--- config.mk ---
export PLATFORM = sky130hd
export DESIGN_NAME = cxs_rxflit_mgmt
export DESIGN_NICKNAME = d
export VERILOG_FILES = /design/src/rtl/cxs_bridge_pkg.sv /design/src/rtl/cxs_rxflit_mgmt.sv
export SDC_FILE = /design/constraint.sdc
export NUM_CORES = 1
export LEC_CHECK = 0
export ABC_AREA = 1
export CORE_UTILIZATION = 44
export CTS_CLUSTER_SIZE = 8
export DETAILED_ROUTE_END_ITERATION = 8
export PLACE_DENSITY = 0.77
export SLEW_MARGIN = 20
export SYNTH_ARGS = -nofsm -noshare
export SYNTH_HDL_FRONTEND = slang
export SYNTH_SLANG_ARGS = --single-unit
--- constraint.sdc ---
create_clock -name clk -period 2.23 [get_ports clk]
set_input_delay 0.223 -clock clk [delete_from_list [all_inputs] [get_ports clk]]
set_output_delay 0.223 -clock clk [all_outputs]
set_load 0.05 [all_outputs]
--- src/rtl/cxs_bridge_pkg.sv ---
// cxs_bridge_pkg: shared constants, FSM states and pointer wrap for the CXS bridge flit management
package cxs_bridge_pkg;
  localparam int NUM_ENTRIES = 15;
  localparam int ADDR_W = 4;
  typedef enum logic [1:0] {IDLE, GRANT, DRAIN} state_t;
  function automatic logic [ADDR_W-1:0] ptr_inc(input logic [ADDR_W-1:0] ptr);
    return ptr == ADDR_W'(NUM_ENTRIES - 1) ? '0 : ptr + 1'b1;
  endfunction
endpackage

--- src/rtl/cxs_rxflit_mgmt.sv ---
// cxs_rxflit_mgmt: RX flit buffer slot tracking, in-order credit granting and software ownership handoff
module cxs_rxflit_mgmt
  import cxs_bridge_pkg::*;
(
  input  logic                   clk,
  input  logic                   rst_n,
  input  logic                   link_up,
  input  logic                   rx_flit_valid,
  input  logic                   credit_rtn,
  input  logic [NUM_ENTRIES-1:0] own_clear,
  output logic                   write_en,
  output logic [ADDR_W-1:0]      write_addr,
  output logic [NUM_ENTRIES-1:0] ownership,
  output logic                   credit_gnt,
  output logic [ADDR_W-1:0]      credits_out,
  output logic                   overflow_err
);
  state_t state;
  logic [ADDR_W-1:0] wr_ptr, gnt_ptr, credits_next;
  logic grant, consume, wr, bad;
  always_comb begin
    grant = state == GRANT && credits_out < ADDR_W'(NUM_ENTRIES) && !ownership[gnt_ptr];
    consume = (rx_flit_valid || credit_rtn) && credits_out != '0;
    wr = rx_flit_valid && credits_out != '0;
    bad = ((rx_flit_valid || credit_rtn) && credits_out == '0) || (rx_flit_valid && credit_rtn);
    credits_next = credits_out + ADDR_W'(grant) - ADDR_W'(consume);
  end
  // a written slot is never the one being cleared, so set and clear cannot collide
  always_ff @(posedge clk) begin
    if (!rst_n) begin
      state <= IDLE;
      wr_ptr <= '0;
      gnt_ptr <= '0;
      credits_out <= '0;
      ownership <= '0;
      credit_gnt <= 1'b0;
      write_en <= 1'b0;
      write_addr <= '0;
      overflow_err <= 1'b0;
    end else begin
      state <= state == IDLE  ? (link_up ? GRANT : IDLE) :
               state == GRANT ? (link_up ? GRANT : credits_next != '0 ? DRAIN : IDLE) :
                                (credits_out == '0 ? IDLE : DRAIN);
      credits_out <= credits_next;
      credit_gnt <= grant;
      write_en <= wr;
      if (wr) write_addr <= wr_ptr;
      ownership <= (ownership & ~own_clear) | (wr ? NUM_ENTRIES'(1'b1) << wr_ptr : '0);
      if (grant) gnt_ptr <= ptr_inc(gnt_ptr);
      if (consume) wr_ptr <= ptr_inc(wr_ptr);
      if (bad) overflow_err <= 1'b1;
    end
  end
endmodule
**Word-level counts from Yosys, hierarchy flattened**

Cells that the tools add are included.

- Output and inout port bits: 26
- Word-level logic and storage cells: 46
- Flip-flop bits (word level): 36
- Input port bits: 20

- Shift-type cells: 1
- Bitwise gates (word level): 3
- Reduce and logical (&&, ||, !) cells: 13
- Muxes and demuxes: 11
- $lt $le $gt $ge: 2
- Equality and inequality tests: 3
- Add/subtract/negate cells: 4

Operators with widths:

| kind | number |
|---|---|
| $and 15x15->15 | 1 |
| $mux 15 | 1 |
| $not 15->15 | 1 |
| $or 15x15->15 | 1 |
| $shl 1x4->15 const A | 1 |
| $mux 2 | 5 |
| $add 4x1->4 const B | 2 |
| $eq 4x4->1 const B | 2 |
| $mux 4 | 2 |
| $reduce_bool 4->1 | 2 |
| $logic_and 1x1->1 | 6 |
| $lt 4x5->1 const B | 1 |
| $add 4x1->4 | 1 |
| $bmux 1 s4 | 1 |
| $logic_not 4->1 | 1 |
| $lt 4x4->1 const B | 1 |
| $sub 4x1->4 | 1 |
| $eq 2x1->1 const B | 1 |
| $logic_not 2->1 | 1 |
| $logic_or 1x1->1 | 2 |
| $mux 1 | 2 |
| $logic_not 1->1 | 1 |

**Longest topological paths before layout**

Gate-level depths: netlist (run 1).

- Depth after elaboration: 11
- Depth in mapped cells: 18
- Gate-level depth less buffers: 17

**Worst setup path after synthesis (run 1)**

No wires, ideal clock.

- Path kind: register -> register
- Start: register credits_out[2]
- End: register state[1]
- Buffers on the path: 0
- Required time: 2111 ps
- Setup time: 119 ps
- Arrival time: 2625 ps
- Stages on the path, launching flop included: 18
- Setup slack: -514 ps
- Clock period less this slack: 2744 ps
- Path through: dfxtp_1 -> inv_1 -> ha_1 -> nand2_1 -> nor2_1 -> inv_1 -> nand2_1 -> inv_1 -> ha_1 -> inv_1 -> ha_1 -> inv_1 -> fa_1 -> inv_1 -> nor2_1 -> nand4_1 -> nand3_1 -> a21oi_1

- Elaborated cells between the ends (all ways): 14
- Those cells by class: add/sub: 2; order compare: 1; mux: 5; reduce/logical: 6

RTL lines:

| item | line | source |
|---|---|---|
| start, declared | cxs_rxflit_mgmt.sv:15 | `output logic [ADDR_W-1:0] credits_out,` |
| start signal, assigned | cxs_rxflit_mgmt.sv:44 | `credits_out <= credits_next;` |
| $reduce_bool 4->1 | cxs_rxflit_mgmt.sv:23 | `consume = (rx_flit_valid \|\| credit_rtn) && credits_out != '0;` |
| $logic_and 1x1->1 | cxs_rxflit_mgmt.sv:23 |  |
| via consume | cxs_rxflit_mgmt.sv:20 | `logic grant, consume, wr, bad;` |
| $sub 4x1->4 | cxs_rxflit_mgmt.sv:26 | `credits_next = credits_out + ADDR_W'(grant) - ADDR_W'(consume);` |
| $reduce_bool 4->1 | cxs_rxflit_mgmt.sv:42 | `state == GRANT ? (link_up ? GRANT : credits_next != '0 ? DRAIN : IDLE) :` |
| $mux 2 (3 in a row) | cxs_rxflit_mgmt.sv:42 |  |
| $mux 2 | cxs_rxflit_mgmt.sv:41 | `state <= state == IDLE ? (link_up ? GRANT : IDLE) :` |
| end signal, assigned | cxs_rxflit_mgmt.sv:41 |  |
| end, declared | cxs_rxflit_mgmt.sv:18 | `state_t state;` |

The timed path passes the listed nets, and every way through them passes these cells.
A chain may end at the register's enable or synchronous reset.

**Final worst setup path (run 1)**

Same ends and word-level chain as after synthesis.

==> results of run 1 <==
synth_stat cells (2+ instances only):
| cell | count |
|---|---|
| a21oi_1 | 15 |
| a21oi_2 | 4 |
| a22oi_1 | 2 |
| buf_6 | 3 |
| dfxtp_1 | 36 |
| ha_1 | 8 |
| inv_1 | 44 |
| inv_2 | 3 |
| nand2_1 | 47 |
| nand2_2 | 4 |
| nand2_4 | 2 |
| nand3_1 | 21 |
| nand3_2 | 2 |
| nand3_4 | 2 |
| nor2_1 | 19 |
| nor2_2 | 4 |
| nor2_4 | 2 |
| nor3_1 | 4 |
| o21ai_0 | 8 |
| o31ai_1 | 7 |
| o32ai_1 | 3 |
| xor2_1 | 2 |
report_power, final:
part / total [µW] / switching (µW) / internal (µW)
registers: 834 / 86.5 / 748
logic: 1500 / 823 / 674
clock network: 535 / 249 / 286
total: 2870 / 1160 / 1710
worst register-to-register path, stage by stage (launching register included):
cell and delay [ns]:
dfxtp_4 0.36, inv_2 0.05, ha_2 0.15, nand2_1 0.06, nor2_2 0.16, inv_2 0.06, nand2_2 0.08, inv_2 0.06
ha_4 0.23, inv_2 0.06, ha_4 0.12, inv_2 0.03, fa_2 0.53, inv_1 0.05, nor2_1 0.09, nand4_1 0.09
nand3_1 0.09, a21oi_1 0.06
per-layer routing:
layer | routed length, µm | global-route usage, % | part of all wire [%]
met5 | 0 | 0 | 0
met4 | 70 | 6.38 | 1.4
met3 | 294 | 5.57 | 6.0
met2 | 2390 | 40.8 | 49
met1 | 2120 | 28.3 | 44
cell families after synthesis:
logic type | Yosys count | synth area share, %
and+or+nand+nor | 110 | 28.7
buffers and inverters | 54 | 12.2
AOI/OAI and AO/OA | 41 | 13.7
DFF | 36 | 38.1
adders and majority gates | 9 | 6.35
xor gates and xnor gates | 2 | 0.925
layout make-up:
class,count,area (µm²),area share [%]
repair buffers,76,699,24.8
inverters,48,185,6.57
clock inverters,2,12.5,0.444
flip-flops and latches,36,752,26.7
multi-input cells,162,1010,35.9
well taps,50,62.6,2.22
clock buffers,6,93.8,3.33
per-stage QoR:
step / total power [µW] / util, % / hold WS (ns)
5_1_grt: 3030 / 69.4 / 0.484
4_1_cts: 2760 / 68.5 / 0.485
6_report: 2870 / 69.4 / 0.486
3_5_place_dp: 2140 / 64.9 / 0.475
3_3_place_gp: 2100 / 64.9 / 0.460
2_1_floorplan: 1660 / - / 0.316
sequential cells by signal, summed over array words and instances, names as in the netlist:
register and cells:
state 2, write_en 1, wr_ptr 4, credit_gnt 1
overflow_err 1, write_addr 4, ownership 15, credits_out 4
gnt_ptr 4
final timing paths:
path         slack (ns)            from             to
max               -0.21  credits_out[2]       state[1]
min                0.49    own_clear[0]   ownership[0]
min reg2reg        0.49   ownership[10]  ownership[10]
max reg2reg       -0.21  credits_out[2]       state[1]
what timing repair did:
action,CTS,global route
buffers inserted,3,3
pin swaps,5,1
gates cloned,0,0
resized for setup,4,8
endpoints found under the setup margin,2,3
==> implementation parameters, run 1 <==
Parameter                              Value

Critical path
  Startpoint type of the worst setup path ... flop
  Delay contributed by the slowest stage of the critical path ... approximately 0.53 ns
  Reg2reg path depth ... 17
  Data arrival time at the worst-slack endpoint ... approximately 2.6 ns
  Required time at the endpoint of the critical path ... 2.41 ns
  Critical path depth ... 17
  Largest delay contributor family on the critical path ... adder cells
  Nature of the critical path endpoint ... flop
  Largest driver fanout on the critical path ... 3
  Slowest cell on crit path ... fa_2
  Worst Path Buf+Inv ... 6
  Dominant cell type by count on the critical path ... inv_2
  Worst Path Class, Setup ... reg -> reg
  Critical path, cell by cell ... inv_2 > ha_2 > nand2_1 > nor2_2 > inv_2 > nand2_2 > inv_2 > ha_4 > inv_2 > ha_4 > inv_2 > fa_2 > inv_1 > nor2_1 > nand4_1 > nand3_1 > a21oi_1

STA
  Final setup vio count ... 2
  Least-Margin Pin Slew ... about 0.50 ns
  Normalized max-slew margin ... between 60% and 70%
  RSZ-0062 raised after global routing ... yes
  Period utilisation layout ... 110%
  Worst setup skew after layout ... 0.0102 ns
  Clock period minus worst slack ... 2.44 ns
  Slack of the critical path ... -0.214 ns
  Number of hold violations in the final report ... 0
  Sum of negative setup slack ... -0.287 ns
  Fmax ... 409 MHz
  Final count of pins violating max slew ... 0

Place
  Number of I/O port buffers ... 45
  Gp weighted congestion ... 0.932
  Area of placed instances ... 2630 µm²
  Half-perimeter wire length after detailed placement ... roughly 3700 µm
  Instance count after placement with tap cells included ... 366
  Worst setup timing slack at the placement stage ... -0.229 ns

Die
  Die Area ... ~4600 µm²
  Die height ... around 68 µm
  Area inside the core boundary ... 4060 µm²
  Cell row count ... 23
  Ports ... 46
  Initial core utilization ... 46.7%
  Overall die width ... 67.6 µm

Worst hold path
  Min-Delay Path Depth ... 2
  Classification of the worst-slack hold path ... in -> reg

Logic synthesis
  Number of enable-type register cells in the synthesized netlist ... 0
  Netlist Area Pre-Place ... roughly 1900 µm²
  Post-synth cell types ... 32
  Post-synthesis area per instance ... 7.51 µm²
  Synth Instances ... 252
  Proportion of register bits with asynchronous set or reset after synthesis ... 0%
  Sequential share of the synthesized area ... a little under two fifths
  Synthesized Nets ... 281
  Predominant post-synthesis flop cell ... dfxtp_1
  Flip-flop and latch count after synthesis ... 36
  Portion of synthesized cell area occupied by the leading cell type ... 38.1%
  Post-synth top area cell ... dfxtp_1
  Total number of yosys warnings ... 0
  Ranking of synthesized cells by area ... dfxtp_1 38%, nand2_1 9.3%, inv_1 8.7%

Power and ir drop
  Pwr per Cell Area ... between 1000 and 1500 nW/µm²
  Peak supply drop ... 0.000685 V
  Static power due to leakage ... 0.00119 µW

Global route
  Maximum number of pins on one net before global-route repair ... 29
  Global-route wire length before repair ... around 8000 µm
  Via count of the first global-routing pass ... between 1500 and 2000
  Sum of overflow across all layers after global routing ... 0
  Overall global routing resource usage ... around a quarter
  Antenna violations before repair ... 0

Flow run
  Number of max-cap violations ... 0

Routing
  Drc violations ... 0
  Antenna Nets Post-Route ... 0
  Via total after detailed routing ... about 1900
  DRT iter0 DRCs ... about 180
  Vias per inst ... around 5
  Total wire length ... 4870 µm
  Count of TritonRoute iterations in the first routing pass ... 4
  Average detailed-routed wire length per instance ... around 13 µm

Layout
  Number of antenna cells inserted ... 0
  Total number of nets in the final design ... between 300 and 400
  Share of cells above drive strength 1 ... 30.9%
  Synth-to-Final Area Change ... 48.8%
  Commonest non-fill, non-tap cell in the layout ... clkdlybuf4s50_1
  Most used cells in the layout excluding fill and tap cells ... 45 x clkdlybuf4s50_1, 44 x nand2_1, 38 x inv_1, 29 x buf_4, 20 x nand3_1
  Count of placed standard cells in the final layout, fillers left out ... 380
  Post-route design area ... 2820 µm²
  Filler cells ... 328

Clocking
  Maximum clock path buffer count ... 2
  Clock Pin Slew Worst Setup and Hold Paths ... 0.08 ns
  # clock sinks ... 36
  TritonCTS clock tree ... done
  Clock root buffer master ... clkbuf_8
  CTS Hold Bufs ... 0
  Number of CTS-inserted buffers ... 5
  CTS H-tree depth ... 2
  Clock latency reported for the late side of the worst-skew pair ... 0.29 ns

Run status
  Run status ... finished, violations left
  Violations in the final reports ... negative setup slack
Power figures use the tool's default switching activity.
==> run 2, diff against run 1 <==
--- a/config.mk
+++ b/config.mk
@@ -5,11 +5,10 @@
 export SDC_FILE = /design/constraint.sdc
 export NUM_CORES = 1
 export LEC_CHECK = 0
-export ABC_AREA = 1
 export CORE_UTILIZATION = 44
 export CTS_CLUSTER_SIZE = 8
 export DETAILED_ROUTE_END_ITERATION = 8
-export PLACE_DENSITY = 0.77
+export PLACE_DENSITY = 0.78
 export SLEW_MARGIN = 20
 export SYNTH_ARGS = -nofsm -noshare
 export SYNTH_HDL_FRONTEND = slang
==> implementation parameters, run 2 <==
Parameter                              Value

Run status
  Run status ... finished, violations left
  Violations in the final reports ... negative setup slack

Critical path
  Start of the worst register-to-register path ... gnt_ptr[1]
  Startpoint type of the worst setup path ... flop
  Data arrival time at the worst-slack endpoint ... 3.19 ns (+0.56 ns)
  Nature of the critical path endpoint ... flop
  Timing startpoint of the critical path ... gnt_ptr[1]
  Required time at the endpoint of the critical path ... 2.45 ns (+0.04 ns)
  Largest driver fanout on the critical path ... 4 (+1)
  Worst Path Class, Setup ... reg -> reg

STA
  Normalized max-slew margin ... 59.0% (-7.8 points)
  Clock period minus worst slack ... 2.97 ns (+0.521 ns)
  RSZ-0062 raised after global routing ... yes
  Number of hold violations in the final report ... 0 (unchanged)
  Worst hold slack ... 0.472 ns (-0.0142 ns)
  Fmax ... 337 MHz (-18%)
  Period utilisation layout ... 133% (+23 points)
  Final count of pins violating max slew ... 0 (unchanged)
  Least-Margin Pin Slew ... 0.609 ns (+0.112 ns)
  Final setup vio count ... 4 (+2)
  Slack of the critical path ... -0.735 ns (-0.521 ns)
  Worst setup skew after layout ... 0.00651 ns (-0.00369 ns)

Place
  Gp weighted congestion ... 0.890 (-4.5%)
  Number of I/O port buffers ... 45 (unchanged)
  Half-perimeter wire length after detailed placement ... 3650 µm (-0.45%)
  Worst setup timing slack at the placement stage ... -0.752 ns (-0.523 ns)

Logic synthesis
  Commonest cells post-synth ... 36 x dfxtp_1, 30 x nor2_1, 18 x inv_1, 12 x a21oi_1, 9 x mux2i_1
  Number of enable-type register cells in the synthesized netlist ... 0 (unchanged)
  Multiplexer share of the synthesized area ... 7.54% (+7.5 points)
  Ranking of synthesized cells by area ... dfxtp_1 40%, nor2_1 6.3%, ha_1 5.6%
  Most frequently used cell type in the post-synthesis netlist ... dfxtp_1
  Flip-flop and latch count after synthesis ... 36 (unchanged)
  Post-synth top area cell ... dfxtp_1
  Post-synth cell types ... 46 (+44%)
  Post-synthesis area per instance ... 8.96 µm² (+19%)
  Portion of synthesized cell area occupied by the leading cell type ... 40.2% (+2.2 points)
  Xor-xnor portion of the synthesized cell area ... 0.978% (+0.052 points)
  Synthesized-area fraction occupied by ao, oa, aoi and oai cells ... 17.7% (+3.9 points)
  Main combinational cell family by area after synthesis ... simple AND/OR/NAND/NOR gates
  Netlist Area Pre-Place ... 1790 µm² (-5.4%)
  Share of synthesized cell area in and, or, nand and nor gates ... 20.0% (-8.6 points)
  Synthesized Nets ... 229 (-19%)
  Area share of fa/ha/maj cells after synthesis ... 6.70% (+0.36 points)
  Proportion of register bits with asynchronous set or reset after synthesis ... 0% (unchanged)
  Total number of yosys warnings ... 0 (unchanged)
  Synth Instances ... 200 (-21%)
  Predominant post-synthesis flop cell ... dfxtp_1
  Sequential share of the synthesized area ... 40.2% (+2.2 points)

Routing
  Total wire length ... 4900 µm (+0.68%)
  Antenna Nets Post-Route ... 0 (unchanged)
  Average detailed-routed wire length per instance ... 14.5 µm (+13%)
  Via total after detailed routing ... 1786 (-6.3%)
  Vias per inst ... 5.27 (+5.0%)
  Drc violations ... 0 (unchanged)
  Count of TritonRoute iterations in the first routing pass ... 4 (unchanged)
  DRT iter0 DRCs ... 142 (-21%)

Die
  Die Area ... 4330 µm² (-5.2%)
  Overall die width ... 65.8 µm (-2.6%)
  Initial core utilization ... 47.5% (+0.86 points)
  Ports ... 46 (unchanged)
  Die height ... 65.8 µm (-2.6%)
  Cell row count ... 22 (-4.3%)
  Area inside the core boundary ... 3770 µm² (-7.1%)

Worst hold path
  Hold_sp ... overflow_err
  Classification of the worst-slack hold path ... reg -> reg

Power and ir drop
  Pwr per Cell Area ... 962 nW/µm² (-5.5%)
  Static power due to leakage ... 0.00115 µW (-3.0%)
  Peak supply drop ... 0.000669 V (-2.4%)

Layout
  Number of antenna cells inserted ... 0 (unchanged)
  Synth-to-Final Area Change ... 55.7%
  Number of flip-flops under the largest register name ... 15 (unchanged)
  Biggest register ... ownership
  Most used cells in the layout excluding fill and tap cells ... 49 x buf_4, 45 x clkdlybuf4s50_1, 29 x nor2_1, 25 x dfxtp_1, 15 x inv_1
  Commonest non-fill, non-tap cell in the layout ... buf_4
  Total number of nets in the final design ... 319 (-11%)
  Share of cells above drive strength 1 ... 29.6% (-1.4 points)

Clocking
  Maximum clock path buffer count ... 2 (unchanged)
  # clock sinks ... 36 (unchanged)
  Number of CTS-inserted buffers ... 5 (unchanged)
  CTS Hold Bufs ... 0 (unchanged)
  Clock Pin Slew Worst Setup and Hold Paths ... 0.07 ns (about the same)
  Clock root buffer master ... clkbuf_8
  Clock latency reported for the late side of the worst-skew pair ... 0.29 ns (about the same)
  CTS H-tree depth ... 2 (unchanged)
  TritonCTS clock tree ... done

Global route
  Global-route wire length before repair ... 8120 µm (+3.2%)
  Maximum number of pins on one net before global-route repair ... 26 (-10%)
  Antenna violations before repair ... 0 (unchanged)
  Overall global routing resource usage ... 25.5% (+2.1 points)
  Via count of the first global-routing pass ... 1725 (+1.2%)
  Sum of overflow across all layers after global routing ... 0 (unchanged)

Flow run
  Number of max-cap violations ... 0 (unchanged)
## run 2: metal layers
| layer | vias to the layer above | GRT usage, % | wire length [µm] |
|---|---|---|---|
| met5 | - | 0 | 0 |
| met1 | 828 | 31.7 | 2140 |
| met4 | 0 | 10.3 | 117 |
| met3 | 10 | 6.38 | 268 |
| met2 | 66 | 41.8 | 2380 |
| li1 | 882 | - | - |
## run 2: worst paths after layout
check                                    end  slack (ns)  depth (start not counted)
worst max-delay path                state[1]       -0.74                         12
worst min-delay path            overflow_err        0.47                          2
worst max register to register      state[1]       -0.74                         12
worst min register to register  overflow_err        0.47                          2
## run 2: repair_timing
action	CTS	global route
hold endpoints to repair	0	0
endpoints found under the setup margin	4	4
gates resized for setup	4	3
pin swaps	5	6
buffers inserted	3	2
## run 2: kinds of logic after synthesis
family,count (synthesis)
flip-flops,36
XOR/XNOR,2
adder cells (fa/ha/maj),9
buffers and inverters,30
AND/OR/NAND/NOR,70
multiplexers,11
AO/OA/AOI/OAI,42
## run 2: final cells by class
cell class                 instances  area, µm²
multi-input combinational        134       1010
fill                             267        982
timing repair buffer              94        818
sequential                        36        737
clock buffer                       6       72.6
inverter                          19       71.3
tap                               48       60.1
clock inverter                     2       16.3
## run 2: stage by stage
stage / cells / util, % / instance area [µm²] / total power, µW / setup TNS [ns]
after CTS: 337 / 73.3 / 2760 / 2640 / -1.66
after global routing: 339 / 74.0 / 2790 / 2850 / -2.15
final: 339 / 74.0 / 2790 / 2680 / -1.70
after detailed placement: 326 / 69.8 / 2630 / 2090 / -1.60
after global placement: 326 / 69.8 / 2630 / 2060 / -1.44
after floorplan: 200 / - / 1840 / 1610 / -1.40
## run 2: worst max-delay path, stage by stage (launching register included)
cell and delay (ns):
dfxtp_4 0.37, mux4_2 0.49, and3_4 0.19, a31oi_4 0.15, nand3_2 0.12, ha_4 0.28, inv_2 0.04, ha_4 0.15
inv_2 0.05, fa_2 0.42, nor3b_2 0.17, a2111oi_2 0.33, o21bai_1 0.15
## run 2: power breakdown
group / switching (µW) / internal, µW
Combinational: 711 / 691
Clock: 244 / 222
Sequential: 82.2 / 732
==> run 3, diff against run 2 <==
--- a/config.mk
+++ b/config.mk
@@ -6,8 +6,10 @@
 export NUM_CORES = 1
 export LEC_CHECK = 0
 export CORE_UTILIZATION = 44
+export CTS_BUF_LIST = sky130_fd_sc_hd__clkbuf_16
 export CTS_CLUSTER_SIZE = 8
 export DETAILED_ROUTE_END_ITERATION = 8
+export GPL_TIMING_DRIVEN = 0
 export PLACE_DENSITY = 0.78
 export SLEW_MARGIN = 20
 export SYNTH_ARGS = -nofsm -noshare
==> implementation parameters, run 3 (synthesis results as in run 2) <==
Parameter                              Value

Run status
  Run status ... finished, violations left
  Violations in the final reports ... negative setup slack

Die
  Die Area ... 4330 µm² (unchanged)
  Area inside the core boundary ... 3770 µm² (unchanged)
  Ports ... 46 (unchanged)
  Cell row count ... 22 (unchanged)
  Initial core utilization ... 47.5% (unchanged)
  Overall die width ... 65.8 µm (unchanged)
  Die height ... 65.8 µm (unchanged)

Routing
  Total wire length ... 4540 µm (-7.5%)
  Count of TritonRoute iterations in the first routing pass ... 4 (unchanged)
  Drc violations ... 0 (unchanged)
  Antenna Nets Post-Route ... 0 (unchanged)
  DRT iter0 DRCs ... 71 (-50%)
  Met3 WL ... 225 µm (-16%)
  Highest metal layer with signal wires ... met4
  Met2 WL post-DR ... 2190 µm (-8.1%)
  Average detailed-routed wire length per instance ... 14.6 µm (+1.2%)
  Total routed wire length on the met1 layer ... 2020 µm (-5.3%)
  Via total after detailed routing ... 1653 (-7.4%)
  Vias per inst ... 5.33 (+1.2%)

STA
  RSZ-0062 raised after global routing ... yes
  Sum of negative setup slack ... -2.08 ns (-0.372 ns)
  Final count of pins violating max slew ... 0 (unchanged)
  Clock period minus worst slack ... 2.97 ns (+0.00238 ns)
  Worst hold slack ... 0.481 ns (+0.00906 ns)
  Number of hold violations in the final report ... 0 (unchanged)
  Period utilisation layout ... 133% (about the same)
  Fmax ... 337 MHz (about the same)
  Slack of the critical path ... -0.738 ns (-0.00238 ns)
  Normalized max-slew margin ... 59.5% (+0.48 points)
  Final setup vio count ... 4 (unchanged)
  Worst setup skew after layout ... 0.00447 ns (-0.00203 ns)
  Least-Margin Pin Slew ... 0.602 ns (-0.00715 ns)

Clocking
  Clock latency reported for the late side of the worst-skew pair ... 0.28 ns (about the same)
  # clock sinks ... 36 (unchanged)
  CTS H-tree depth ... 2 (unchanged)
  Number of CTS-inserted buffers ... 5 (unchanged)
  TritonCTS clock tree ... done
  CTS Hold Bufs ... 0 (unchanged)
  Maximum clock path buffer count ... 2 (unchanged)
  Clock Pin Slew Worst Setup and Hold Paths ... 0.06 ns (about the same)
  Clock root buffer master ... clkbuf_16

Layout
  Post-route core utilization ... 69.1% (-4.8 points)
  Total number of nets in the final design ... 291 (-8.8%)
  Share of cells above drive strength 1 ... 19.1% (-10 points)
  Biggest register ... ownership
  Most used cells in the layout excluding fill and tap cells ... 45 x clkdlybuf4s50_1, 28 x nor2_1, 25 x dfxtp_1, 17 x inv_1, 11 x a21oi_1
  Synth-to-Final Area Change ... 45.5%
  Commonest non-fill, non-tap cell in the layout ... clkdlybuf4s50_1
  Number of flip-flops under the largest register name ... 15 (unchanged)
  Number of antenna cells inserted ... 0 (unchanged)
  Filler cells ... 299 (+12%)
  Count of placed standard cells in the final layout, fillers left out ... 310 (-8.6%)

Critical path
  Critical path, cell by cell ... mux4_2 > and3_4 > a31oi_4 > nand3_2 > ha_4 > inv_4 > ha_4 > inv_2 > fa_2 > buf_4 > buf_6 > buf_6 > buf_6 > buf_6 > nor2_2
  Startpoint type of the worst setup path ... flop
  Data arrival time at the worst-slack endpoint ... 3.18 ns (about the same)
  Delay contributed by the slowest stage of the critical path ... 0.50 ns (about the same)
  Dominant cell type by count on the critical path ... buf_6
  Required time at the endpoint of the critical path ... 2.44 ns (about the same)
  Largest driver fanout on the critical path ... 5 (+1)
  Nature of the critical path endpoint ... flop
  Worst Path Class, Setup ... reg -> reg
  Slowest cell on crit path ... mux4_2
  Worst Path Buf+Inv ... 7 (+5)
  Flop-to-flop setup slack ... -0.74 ns (about the same)
  Largest delay contributor family on the critical path ... adder cells

Power and ir drop
  Pwr per Cell Area ... 1110 nW/µm² (+15%)
  Static power due to leakage ... 0.00101 µW (-12%)
  Peak supply drop ... 0.000660 V (-1.3%)

Flow run
  Number of max-cap violations ... 0 (unchanged)

Place
  Instance count after placement with tap cells included ... 293 (-10%)
  Number of I/O port buffers ... 45 (unchanged)
  Worst setup timing slack at the placement stage ... -0.937 ns (-0.185 ns)
  Half-perimeter wire length after detailed placement ... 3240 µm (-11%)
  Gp weighted congestion ... 0.821 (-7.7%)

Worst hold path
  Classification of the worst-slack hold path ... reg -> reg

Global route
  Sum of overflow across all layers after global routing ... 0 (unchanged)
  Overall global routing resource usage ... 23.3% (-2.3 points)
  Antenna violations before repair ... 0 (unchanged)
  Maximum number of pins on one net before global-route repair ... 11 (-58%)
  Via count of the first global-routing pass ... 1644 (-4.7%)
  Global-route wire length before repair ... 7460 µm (-8.2%)
[run 3: cell types whose count changed in the layout (fill, tap and decap cells not counted), moves of 2 or more]
cell and change:
buf_2 +2, buf_4 -42, buf_6 +4, clkbuf_1 +6, clkbuf_16 +5, clkbuf_8 -5
inv_1 +2, inv_2 -2
[run 3: worst reg2reg max path: stages (launching register included)]
cell	delay, ns
dfxtp_4	0.38
mux4_2	0.50
and3_4	0.20
a31oi_4	0.15
nand3_2	0.12
ha_4	0.29
inv_4	0.03
ha_4	0.15
inv_2	0.05
fa_2	0.43
buf_4	0.15
buf_6	0.10
buf_6	0.10
buf_6	0.10
buf_6	0.10
nor2_2	0.06
[run 3: through the flow]
step                      instance area (µm²)  power [µW]
after floorplan                          1840        1610
after global placement                   2350        1880
after detailed placement                 2350        1900
after CTS                                2600        2850
after global routing                     2610        3050
final                                    2610        2880
[run 3: what timing repair did]
| action | 4_1_cts | 5_1_grt |
|---|---|---|
| pin swaps | 2 | 3 |
| buffers inserted | 11 | 0 |
| endpoints found under the setup margin | 5 | 5 |
| resized for setup | 7 | 7 |
[run 3: final timing paths]
| path | from | endpoint | depth (start not counted) |
|---|---|---|---|
| worst max-delay path | gnt_ptr[1] | credits_out[1] | 15 |
| worst max register to register | gnt_ptr[1] | credits_out[1] | 15 |
| worst min-delay path | overflow_err | overflow_err | 2 |
| worst min register to register | overflow_err | overflow_err | 2 |
[run 3: where the power goes]
group	switching, µW	internal, µW
Sequential	80.7	734
Clock	251	401
Combinational	716	701
Total	1050	1840
[run 3: area by class of cell]
type	instances	area, µm²	area share (%)
Inverter	19	73.8	2.83
Buffer	10	41.3	1.58
Timing Repair Buffer	56	548	21.0
Clock buffer	5	125	4.80
Multi-Input combinational cell	134	1010	38.9
Sequential cell	36	737	28.3
Clock inverter	2	8.76	0.336
Tap cell	48	60.1	2.30
[run 3: metal layers]
layer,GRT usage (%),vias to the layer above
met5,0,-
met4,12.8,0
met3,4.83,11
met2,38.4,48
met1,28.0,770
li1,-,824
